`config.mk`:
```
export PLATFORM = sky130hd
export DESIGN_NAME = fetch_pair
export DESIGN_NICKNAME = d
export VERILOG_FILES = /design/src/rtl/fetch_pair.sv
export SDC_FILE = /design/constraint.sdc
export NUM_CORES = 1
export LEC_CHECK = 0
export ABC_AREA = 1
export CAP_MARGIN = 5
export CORE_MARGIN = 3
export CORE_UTILIZATION = 45
export DETAILED_ROUTE_END_ITERATION = 10
export PLACE_DENSITY_LB_ADDON = 0.08
export SKIP_LAST_GASP = 1
export SLEW_MARGIN = 10
export SYNTH_ARGS = -nofsm -noshare
export SYNTH_HDL_FRONTEND = slang
export SYNTH_SLANG_ARGS = --single-unit
```
`constraint.sdc`:
```
create_clock -name CLK -period 5.6 [get_ports CLK]
set_clock_uncertainty 0.1 [all_clocks]
set_input_delay 0.56 -clock CLK [delete_from_list [all_inputs] [get_ports CLK]]
set_output_delay 0.56 -clock CLK [all_outputs]
set_load 0.005 [all_outputs]
```
`src/rtl/fetch_pair.sv`:
```
// fetch_pair
// Dual-issue fetch stage feeding the dependency-check stage. Every cycle it
// reads two consecutive instruction words at the current PC, looks both up in
// a 16-entry direct-mapped branch target buffer with 2-bit saturating
// counters, and registers the pair into the F/C pipeline register.
//
// Ports:
//   CLK, RST                     clock, asynchronous active-high reset
//   imem_addr1/2   (out, 11)     word addresses of pc and pc+4
//   imem_data1/2   (in, 32)      combinational instruction words
//   stall          (in)          hold PC and F/C register
//   advance_one    (in)          check stage deferred slot 2, advance by 4
//   fail_predictD/E, redirect_pcD/E  redirects from D and E stages
//   upd_en, upd_pc, upd_target, upd_taken  BTB update from E
//   pc1_out/pc2_out, inst1_out/inst2_out, state1_out/state2_out  F/C register
//   hit_predict1   (out)         slot 1 predicted taken, slot 2 squashed

module fetch_pair #(
    parameter int BTB_ENTRIES = 16
) (
    input  logic        CLK,
    input  logic        RST,
    output logic [10:0] imem_addr1,
    output logic [10:0] imem_addr2,
    input  logic [31:0] imem_data1,
    input  logic [31:0] imem_data2,
    input  logic        stall,
    input  logic        advance_one,
    input  logic        fail_predictD,
    input  logic        fail_predictE,
    input  logic [12:0] redirect_pcD,
    input  logic [12:0] redirect_pcE,
    input  logic        upd_en,
    input  logic [12:0] upd_pc,
    input  logic [12:0] upd_target,
    input  logic        upd_taken,
    output logic [12:0] pc1_out,
    output logic [12:0] pc2_out,
    output logic [31:0] inst1_out,
    output logic [31:0] inst2_out,
    output logic [1:0]  state1_out,
    output logic [1:0]  state2_out,
    output logic        hit_predict1
);

    logic [12:0] pc;
    logic [12:0] pc_plus4;
    logic [12:0] pc_plus8;
    logic [12:0] next_pc;

    logic [BTB_ENTRIES-1:0] btb_valid;
    logic [6:0]  btb_tag    [BTB_ENTRIES];
    logic [12:0] btb_target [BTB_ENTRIES];
    logic [1:0]  btb_ctr    [BTB_ENTRIES];

    logic [3:0]  idx1, idx2, upd_idx;
    logic        hit1, hit2, upd_hit;
    logic        taken1, taken2;
    logic [1:0]  state1, state2;
    logic        redirect;

    // 13-bit arithmetic wraps naturally, so 13'h1FFC pairs with 13'h0000.
    assign pc_plus4   = pc + 13'd4;
    assign pc_plus8   = pc + 13'd8;
    assign imem_addr1 = pc[12:2];
    assign imem_addr2 = pc_plus4[12:2];

    assign idx1    = pc[5:2];
    assign idx2    = pc_plus4[5:2];
    assign upd_idx = upd_pc[5:2];

    // Lookups read the array contents before this edge's update, so a
    // same-cycle update to the same index is seen only from the next cycle.
    assign hit1    = btb_valid[idx1] && (btb_tag[idx1] == pc[12:6]);
    assign hit2    = btb_valid[idx2] && (btb_tag[idx2] == pc_plus4[12:6]);
    assign upd_hit = btb_valid[upd_idx] && (btb_tag[upd_idx] == upd_pc[12:6]);

    assign taken1 = hit1 && btb_ctr[idx1][1];
    assign taken2 = hit2 && btb_ctr[idx2][1];
    assign state1 = hit1 ? btb_ctr[idx1] : 2'b01;
    assign state2 = hit2 ? btb_ctr[idx2] : 2'b01;

    // D-stage redirect loses to a stall; E-stage redirect never does.
    assign redirect = fail_predictE || (fail_predictD && !stall);

    always_comb begin
        next_pc = pc_plus8;
        if (fail_predictE)
            next_pc = redirect_pcE;
        else if (fail_predictD && !stall)
            next_pc = redirect_pcD;
        else if (stall)
            next_pc = pc;
        else if (taken1)
            next_pc = btb_target[idx1];
        else if (taken2)
            next_pc = btb_target[idx2];
        else if (advance_one)
            next_pc = pc_plus4;
    end

    // PC and F/C register. A redirect inserts a bubble; a slot 1 prediction
    // squashes slot 2 so the check stage never issues past the branch.
    always_ff @(posedge CLK or posedge RST) begin
        if (RST) begin
            pc           <= '0;
            pc1_out      <= '0;
            pc2_out      <= '0;
            inst1_out    <= '0;
            inst2_out    <= '0;
            state1_out   <= '0;
            state2_out   <= '0;
            hit_predict1 <= 1'b0;
        end else begin
            pc <= next_pc;
            if (redirect) begin
                pc1_out      <= '0;
                pc2_out      <= '0;
                inst1_out    <= '0;
                inst2_out    <= '0;
                state1_out   <= '0;
                state2_out   <= '0;
                hit_predict1 <= 1'b0;
            end else if (!stall) begin
                pc1_out    <= pc;
                inst1_out  <= imem_data1;
                state1_out <= state1;
                if (taken1) begin
                    pc2_out      <= '0;
                    inst2_out    <= '0;
                    state2_out   <= '0;
                    hit_predict1 <= 1'b1;
                end else begin
                    pc2_out      <= pc_plus4;
                    inst2_out    <= imem_data2;
                    state2_out   <= state2;
                    hit_predict1 <= 1'b0;
                end
            end
        end
    end

    // Valid bits are the only BTB state that needs a reset value; an entry
    // becomes valid only through a taken update (hit or allocation).
    always_ff @(posedge CLK or posedge RST) begin
        if (RST)
            btb_valid <= '0;
        else if (upd_en && upd_taken)
            btb_valid[upd_idx] <= 1'b1;
    end

    // Tag, target and counter storage. Writes are suppressed while RST is
    // high so an update presented during reset is discarded.
    always_ff @(posedge CLK) begin
        if (!RST && upd_en) begin
            if (upd_hit) begin
                if (upd_taken) begin
                    btb_target[upd_idx] <= upd_target;
                    if (btb_ctr[upd_idx] != 2'b11)
                        btb_ctr[upd_idx] <= btb_ctr[upd_idx] + 2'd1;
                end else if (btb_ctr[upd_idx] != 2'b00) begin
                    btb_ctr[upd_idx] <= btb_ctr[upd_idx] - 2'd1;
                end
            end else if (upd_taken) begin
                btb_tag[upd_idx]    <= upd_pc[12:6];
                btb_target[upd_idx] <= upd_target;
                btb_ctr[upd_idx]    <= 2'b10;
            end
        end
    end

endmodule

```
# Word-level counts from Yosys, hierarchy flattened
# Memories as Yosys holds them, arrays and structs flattened.
# Index checks and enable logic that the tools add are counted.
dict set report totals {
  ff_bits 124
  latch_bits 0
  mem_bits_rw 352
  mem_bits_ro 0
  out_inout_bits 117
  mem_count 3
}
dict set report op_classes {
  addsub 4
  multipliers 0
  div_mod_pow 0
  order_cmp 4
  n_eq_ne 6
  shift 0
  n_mux 54
  n_bitwise 4
  reduce_logical 13
}
# memory words word_bits read_ports rd_ports_with_merged_regs write_ports line_no
set mem_list {}
lappend mem_list {btb_target 16 13 2 0 1 53} ;# logic [12:0] btb_target [BTB_ENTRIES];
lappend mem_list {btb_tag 16 7 3 0 1 52} ;# logic [6:0] btb_tag [BTB_ENTRIES];
lappend mem_list {btb_ctr 16 2 3 0 1 54} ;# logic [1:0] btb_ctr [BTB_ENTRIES];
# cell n
set ops {}
lappend ops {{$mux W32} 5}
lappend ops {{$mux W13} 12}
lappend ops {{$mux W1} 24}
lappend ops {{$eq A7 B7 Y1} 3}
lappend ops {{$mux W2} 9}
lappend ops {{$or A16 B16 Y16} 1}
lappend ops {{$lt A4 B5 Y1 const B} 3}
lappend ops {{$add A13 B3 Y13 const B} 1}
lappend ops {{$add A13 B4 Y13 const B} 1}
lappend ops {{$bmux W1 S4} 3}
lappend ops {{$logic_and A1 B1 Y1} 9}
lappend ops {{$demux W1 S4} 1}
lappend ops {{$ge A4 B1 Y1 const B} 1}
lappend ops {{$ne A3 B1 Y1 const B} 1}
lappend ops {{$or A1 B1 Y1} 3}
lappend ops {{$add A2 B1 Y2 const B} 1}
lappend ops {{$logic_not A1 Y1} 2}
lappend ops {{$ne A2 B1 Y1 const B} 1}
lappend ops {{$ne A2 B2 Y1 const B} 1}
lappend ops {{$reduce_bool A2 Y1} 1}
lappend ops {{$sub A2 B1 Y2 const B} 1}
lappend ops {{$logic_or A1 B1 Y1} 1}

# Logic depth before layout (Yosys ltp)
# Gate-level depths: netlist (run 1).
dict set report logic_depth {
  depth_word 10
  mapped_depth 23
  mapped_depth_nobuf 22
}

# Worst setup path after synthesis (run 1)
# Ideal clock, no wire load.
dict set report synth_timing {
  kind {input -> register}
  startpoint {in RST}
  endpoint {mem btb_ctr[0][1] (data pin)}
  t_arrival_ps 4325
  required_time_ps 5147
  setup_slack_ps 823
  stages 7
  n_path_buf 1
  path_cell_list {clkbuf_1 -> inv_1 -> nand2_1 -> nor3_1 -> nand2_4 -> nand2_1 -> nand3_1}
}
dict set report synth_between {
  elab_chain_len 6
}
# item line_no
set synth_rtl {}
lappend synth_rtl {{start, declared} 22} ;# input logic RST,
lappend synth_rtl {{$logic_not A1 Y1 (*)} 155} ;# if (!RST && upd_en) begin
lappend synth_rtl {{$logic_and A1 B1 Y1 (*)} 155}
lappend synth_rtl {{$mux W1} 155}
lappend synth_rtl {{$mux W1 (not written as such)} 162} ;# btb_ctr[upd_idx] <= btb_ctr[upd_idx] - 2'd1;
lappend synth_rtl {{$mux W2 (no source line)} --}
lappend synth_rtl {{$mux W2 (no source line) (*)} --}
lappend synth_rtl {{end, declared} 54}
# Mark *: on every way between the ends. The rest lies on a longest branch, timed or not.

# Worst setup path in the final report (run 1)
dict set report layout_timing {
  startpoint {reg pc[3]}
  endpoint {reg pc[5]}
}
dict set report layout_between {
  elab_chain_len 10
}
# item line_no
set layout_rtl {}
lappend layout_rtl {{start, declared} 46} ;# logic [12:0] pc;
lappend layout_rtl {{start signal, assigned} 115} ;# pc <= next_pc;
lappend layout_rtl {{$add A13 B3 Y13} 63} ;# assign pc_plus4 = pc + 13'd4;
lappend layout_rtl {{$mem_v2 Z16 W7 / $bmux W1 S4 (equally long branches)} --}
lappend layout_rtl {{$eq A7 B7 Y1 / $mux W1 (equally long branches)} 75} ;# assign hit2 = btb_valid[idx2] && (btb_tag[idx2] == pc_plus4[12:6]);
lappend layout_rtl {{$logic_and A1 B1 Y1} 75}
lappend layout_rtl {{$logic_and A1 B1 Y1} 79} ;# assign taken2 = hit2 && btb_ctr[idx2][1];
lappend layout_rtl {{$mux W13} 96} ;# else if (taken2)
lappend layout_rtl {{$mux W13 (*)} 94} ;# else if (taken1)
lappend layout_rtl {{$mux W13 (*)} 92} ;# else if (stall)
lappend layout_rtl {{$mux W13 (*)} 90} ;# else if (fail_predictD && !stall)
lappend layout_rtl {{$mux W13 (*)} 88} ;# if (fail_predictE)
# Mark *: on every way between the ends. The rest lies on a longest branch, timed or not. The select of a mux whose other input is x is not followed.
# A chain may end at the register's enable or synchronous reset.

==> results of run 1 <==
-- final cells by class --
cell class	count	area share (%)
Antenna cell	2	0.0168
Clock buffer	68	4.78
Clock inverter	25	0.886
Inverter	285	3.63
Multi-Input combinational cell	1897	31.8
Sequential cell	475	45.8
Tap cell	748	3.14
Timing Repair Buffer	308	9.96
-- sequential cells by signal (all words and copies together) (netlist names) --
name / flops
btb_target: 208
btb_tag: 112
btb_ctr: 32
inst1_out: 32
inst2_out: 32
btb_valid: 16
pc1_out: 13
pc2_out: 13
pc: 13
state1_out: 2
state2_out: 2
-- layer usage --
layer	routed length [µm]	global-route usage (%)	share of wire, %	up-vias
li1	-	-	-	10200
met1	36700	40.4	42	10800
met2	39200	45.1	45	1181
met3	8450	5.50	9.7	191
met4	2560	9.79	2.9	2
met5	17	0	0.020	-
-- critical path, delay by kind of cell, from the launching register on --
family / cells / cell delay (ps)
AO/OA/AOI/OAI: 3 / 460
adder cells (fa/ha/maj): 1 / 890
buffers and inverters: 2 / 970
flip-flops: 1 / 720
AND/OR/NAND/NOR: 9 / 1260
-- per-stage QoR --
stage	utilization, %	hold WS, ps
global placement	50.7	368
global route	53.8	412
detailed placement	50.7	367
finish	53.8	383
floorplan	-	351
CTS	53.8	383
-- synthesized netlist by cell type (7+ instances only) --
library cell	count
o211ai_1	73
or2_2	13
nand3_1	314
nand2_1	625
buf_2	73
clkbuf_1	70
xor2_1	13
nor2_1	156
o221ai_1	36
o21ai_0	310
o21ai_1	12
buf_6	10
nor2_2	7
buf_1	21
a22o_1	66
buf_4	45
edfxtp_1	352
dfrtp_1	123
a21oi_2	10
a21oi_1	176
a22oi_1	41
inv_1	273
-- worst max path at each step --
stage          slack (ps)      start             end  depth (start not counted)
6_report             1030      pc[3]           pc[5]                         15
5_1_grt               890      pc[3]      pc2_out[5]                         17
4_1_cts              1040      pc[3]   imem_addr2[3]                          7
3_5_place_dp          900  upd_pc[3]  btb_tag[15][6]                         13
3_3_place_gp          940  upd_pc[3]   btb_tag[6][4]                         13
2_1_floorplan         820        RST   btb_ctr[0][1]                          7
-- logic make-up (layout without fill, tap and decap cells) --
| group | count (synthesis) | count (layout) | share of synthesized area (%) |
|---|---|---|---|
| fa+ha+maj | 2 | 2 | 0.0988 |
| xor+xnor | 14 | 14 | 0.514 |
| simple gates | 1139 | 1139 | 19.0 |
| other cells | 0 | 2 | 0 |
| buf+inv | 504 | 686 | 8.80 |
| compound gates | 742 | 742 | 17.7 |
| flops | 475 | 475 | 53.9 |
-- power breakdown --
part / switching [W] / internal, W / total, W
registers: 0.0000927 / 0.00387 / 0.00396
logic: 0.00180 / 0.000841 / 0.00264
clock network: 0.00145 / 0.00198 / 0.00342
total: 0.00334 / 0.00669 / 0.0100
==> results.py, run 1 <==
metrics = {
    "floorplan": {
        "dieArea_mm2": 0.0592,
        "core_mm2": 0.0554,
        "fp.dieH_um": 243,
        "die_w_um": 243,
        "start_util_pct": 45.7,
        "io_pins": 241,
        "rows": 86,
    },
    "cts": {
        "cts_tree": "built",
        "cts_made_buffers": 53,
        "cts_hold_buf": 0,
        "cts_resized": 0,
        "numClockSinks": 475,
        "root_buffer": "clkbuf_16",
        "cts_setup_buffers": 0,
        "clock_latency_ps": 620,
        "cts_max_level": 2,
        "cts_buffer_depth": 3,
        "cts.reportedPaths.clkPinSlew_ps": 60,
    },
    "layout": {
        "final-seq-area_mm2": 0.0137,
        "layoutNonFillerInstCount": 3808,
        "multiInputGateArea_mm2": 0.00948,
        "nets": 3146,
        "final_cell_mix": "nand2_1 (625), edfxtp_1 (352), nand3_1 (314), o21ai_0 (310), inv_1 (271)",
        "final_common_cell": "nand2_1",
        "design_area_mm2": 0.0298,
        "area_growth_pct": 17.7,
        "fill_cells": 4995,
        "drive_gt1_share_pct": 6.54,
    },
    "synthesis": {
        "synthTopCellsByArea": "edfxtp_1 (42%), dfrtp_1 (12%), nand2_1 (9.3%), nand3_1 (6.2%), o21ai_0 (6.1%)",
        "ys_seq_elements": 475,
        "ys_seq_area_share_pct": 53.9,
        "syn_nets": 3002,
        "yosys_warnings": 0,
        "yosysUniqueCellTypes": 43,
        "ys_async_sr_fraction_pct": 25.9,
        "synth_edf_count": 352,
        "synth-main-ff-cell": "edfxtp_1",
        "synth_top_area_share_pct": 41.7,
        "synth_area_leader_cell": "edfxtp_1",
        "syn_inst": 2876,
        "postSynthAreaPerCell_um2": 8.81,
        "syn_area_mm2": 0.0253,
    },
    "sta": {
        "fin_setup_tns_ps": 0,
        "relSlewSlack_pct": 19.8,
        "setup_violations": 0,
        "rsz0062_at_grt": "no",
        "fmax_mhz": 219,
        "finalCritPeriodShare_pct": 81.5,
        "finalHoldViolCount": 0,
        "worst_pin_slew_ps": 1200,
        "fin_crit_ps": 4570,
        "final_max_slew_viol_count": 0,
        "setup_slack_ps": 1030,
    },
    "pwr": {
        "p_total_w": 0.0100,
        "leakagePower_nw": 12.0,
        "peakVddDrop_mv": 0.252,
        "power.density_mw_per_mm2": 336,
    },
    "min_path": {
        "holdPathStages": 1,
        "min_to": "state1_out[0]",
        "hold_path_class": "flip-flop to flip-flop",
        "holdCritStartpoint": "state1_out[0]",
    },
    "setup_path": {
        "r2r_end": "pc[5]",
        "cp-start-kind": "flip-flop",
        "r2r_start": "pc[3]",
        "cp_data_arrival_time_ps": 4970,
        "ff2ff_path_depth": 15,
        "path_max_fanout": 52,
        "worstSetupPathType": "flip-flop to flip-flop",
        "rrSetupSlack_ps": 1030,
        "crit_required_ps": 6000,
        "crit_chain": "ha_4, inv_2, buf_4, o21ai_0, a21oi_1, o31ai_1, nand2_1, nand2_1, nand3_2, nor2_1, nand2_1, nand2_1, nand2_1, nand2_1, nand2_1",
        "max_stage_delay_ps": 890,
        "worstSetupEndpointType": "flip-flop",
        "critPathSlowestCell": "ha_4",
        "crit_path_frequent_cell": "nand2_1",
    },
    "detailed_routing": {
        "drc": 0,
        "wl_per_cell_um": 22.8,
        "num_vias": 22300,
        "drt_wl_total_um": 86900,
        "vias_per_cell": 5.87,
        "drtPass1Iterations": 6,
        "postRouteAntennaNets": 0,
        "drtIter0Drc": 2523,
    },
    "global_routing": {
        "antenna_found_initial": 4,
        "grt-ovfl-total": 0,
        "grt_pass1_vias": 21400,
        "grt_max_degree": 210,
        "grt_first_pass_wirelength_um": 131000,
        "grt_util_all_layers_pct": 28.8,
    },
    "place": {
        "place_hpwl_um": 55300,
        "gp_congestion": 0.892,
        "port_buffers": 238,
        "placedCellCount": 3713,
        "placed_area_mm2": 0.0281,
        "pre_cts_slack_ps": 902,
    },
    "run": {
        "cap_viol_max_count": 0,
    },
    "status": {
        "status": "finished clean",
    },
}
(Power assumes the default switching activity.)
==> run 2: changes to the inputs <==
Clock period 5.6 ns to 3.91 ns, I/O delays scaled along.
==> run 2 against run 1 <==
Register-to-register slack worse by 750 ps. Total power increased by 45%. Non-clock buffer count up 31. Design area up 1.6%. Worst hold slack got worse by 100 ps. Via count grew 0.12%. Critical path type is now flip-flop to primary output. Largest cell class unchanged. Largest power group unchanged.
==> results.py, run 2 (synthesis results as in run 1) <==
metrics = {
    "floorplan": {
        "rows": 86,
        "start_util_pct": 45.7,
        "die_w_um": 243,
        "io_pins": 241,
        "core_mm2": 0.0554,
        "dieArea_mm2": 0.0592,
        "fp.dieH_um": 243,
    },
    "place": {
        "gp_congestion": 0.893,
        "placedCellCount": 3739,
        "place_hpwl_um": 54700,
        "port_buffers": 238,
    },
    "sta": {
        "relSlewSlack_pct": 40.9,
        "setup_violations": 0,
        "rsz0062_at_grt": "no",
        "worst_pin_slew_ps": 886,
        "fmax_mhz": 270,
        "fin_setup_tns_ps": 0,
        "final_max_slew_viol_count": 0,
        "fin_crit_ps": 3700,
        "finalHoldViolCount": 0,
        "hold-worst-slack_ps": 278,
        "finalCritPeriodShare_pct": 94.7,
    },
    "layout": {
        "fill_cells": 4992,
        "final_common_cell": "nand2_1",
        "area_growth_pct": 19.6,
        "largest_register_ff_count": 208,
        "regMostFlops": "btb_target",
        "final_cell_mix": "nand2_1 (625), edfxtp_1 (352), nand3_1 (314), o21ai_0 (310), inv_1 (271)",
        "nets": 3178,
        "drive_gt1_share_pct": 7.70,
        "final_core_util_pct": 54.7,
        "layoutNonFillerInstCount": 3842,
        "top_regs": "btb_target (208), btb_tag (112)",
    },
    "detailed_routing": {
        "postRouteAntennaNets": 0,
        "vias_per_cell": 5.82,
        "drtPass1Iterations": 7,
        "num_vias": 22400,
        "drtIter0Drc": 2492,
        "wl_per_cell_um": 22.5,
        "drc": 0,
        "drt_wl_total_um": 86400,
    },
    "setup_path": {
        "cp-start-kind": "flip-flop",
        "rrSetupSlack_ps": 280,
        "cp_data_arrival_time_ps": 3210,
        "path_max_fanout": 72,
        "worstSetupEndpointType": "primary output",
        "worstSetupPathType": "flip-flop to primary output",
        "crit_required_ps": 3420,
    },
    "cts": {
        "cts_tree": "built",
        "cts_max_level": 2,
        "numClockSinks": 475,
        "root_buffer": "clkbuf_16",
        "cts.reportedPaths.clkPinSlew_ps": 60,
        "cts_hold_buf": 0,
        "clock_latency_ps": 620,
        "cts_buffer_depth": 3,
        "cts_made_buffers": 53,
    },
    "global_routing": {
        "grt_max_degree": 196,
        "grt_pass1_vias": 21300,
        "grt_util_all_layers_pct": 28.2,
        "grt_first_pass_wirelength_um": 128000,
        "antenna_found_initial": 4,
        "grt-ovfl-total": 0,
    },
    "pwr": {
        "peakVddDrop_mv": 0.435,
        "leakagePower_nw": 12.3,
        "power.density_mw_per_mm2": 481,
    },
    "status": {
        "status": "finished clean",
    },
    "run": {
        "cap_viol_max_count": 0,
    },
    "min_path": {
        "hold_path_class": "primary input to flip-flop",
    },
}
==> run 2: cell types whose count changed in the layout (fill, tap and decap cells not counted), moves of 4 or more <==
cell       delta
clkbuf_16     +4
buf_4        +18
buf_12       +11
clkbuf_8      +5
clkinv_1      -5
==> run 2: critical path, stage by stage, from the launching register on <==
cell,delay [ps]
dfrtp_4,580
buf_16,320
nand2_2,130
xor2_2,180
inv_2,360
buf_4,420
clkdlybuf4s50_1,580
==> run 2: area by class of cell <==
cell class	instances	area [µm²]	share of cell area, %
flip-flops and latches	475	13700	45.1
multi-input cells	1898	9480	31.3
repair buffers	339	3380	11.1
clock buffers	76	1570	5.17
inverters	285	1080	3.57
well taps	748	936	3.09
clock inverters	18	190	0.628
diodes	3	7.51	0.0248
==> run 2: layer usage <==
| metal | part of all wire (%) | vias to the layer above | track usage (%) |
|---|---|---|---|
| li1 | - | 10300 | - |
| met1 | 42 | 10700 | 39.1 |
| met2 | 45 | 1182 | 44.5 |
| met3 | 9.9 | 199 | 5.56 |
| met4 | 2.8 | 2 | 9.54 |
| met5 | 0.015 | - | 0 |
==> run 2: power breakdown <==
| group | switching [W] | leakage [nW] | internal (W) |
|---|---|---|---|
| clock network | 0.00208 | 0.864 | 0.00293 |
| logic | 0.00261 | 6.68 | 0.00131 |
| registers | 0.000107 | 4.72 | 0.00554 |
| total | 0.00481 | 12.3 | 0.00978 |
==> run 2: per-stage QoR <==
step,total power [W],cell area [µm²],setup WS [ps]
finish,0.0146,30300,206
global route,0.0152,30300,34.9
CTS,0.0146,30200,6.09
detailed placement,0.00954,28500,88.7
global placement,0.00949,28500,197
floorplan,0.00806,25300,288
==> run 2: path summary, 6_finish.rpt <==
check	endpoint	depth (start not counted)	from
hold / removal	inst1_out[15]	2	imem_data1[15]
hold reg to reg	pc2_out[4]	2	pc2_out[4]
setup reg to reg	pc2_out[9]	12	pc[4]
min in group asynchronous	btb_valid[13]	3	RST
max in group asynchronous	inst1_out[27]	3	RST
setup / recovery	imem_addr2[3]	6	pc[2]
==> run 2: timing repair <==
action	4_1_cts	5_1_grt
buffers inserted	0	4
setup endpoints to repair	0	14
resized for setup	0	1
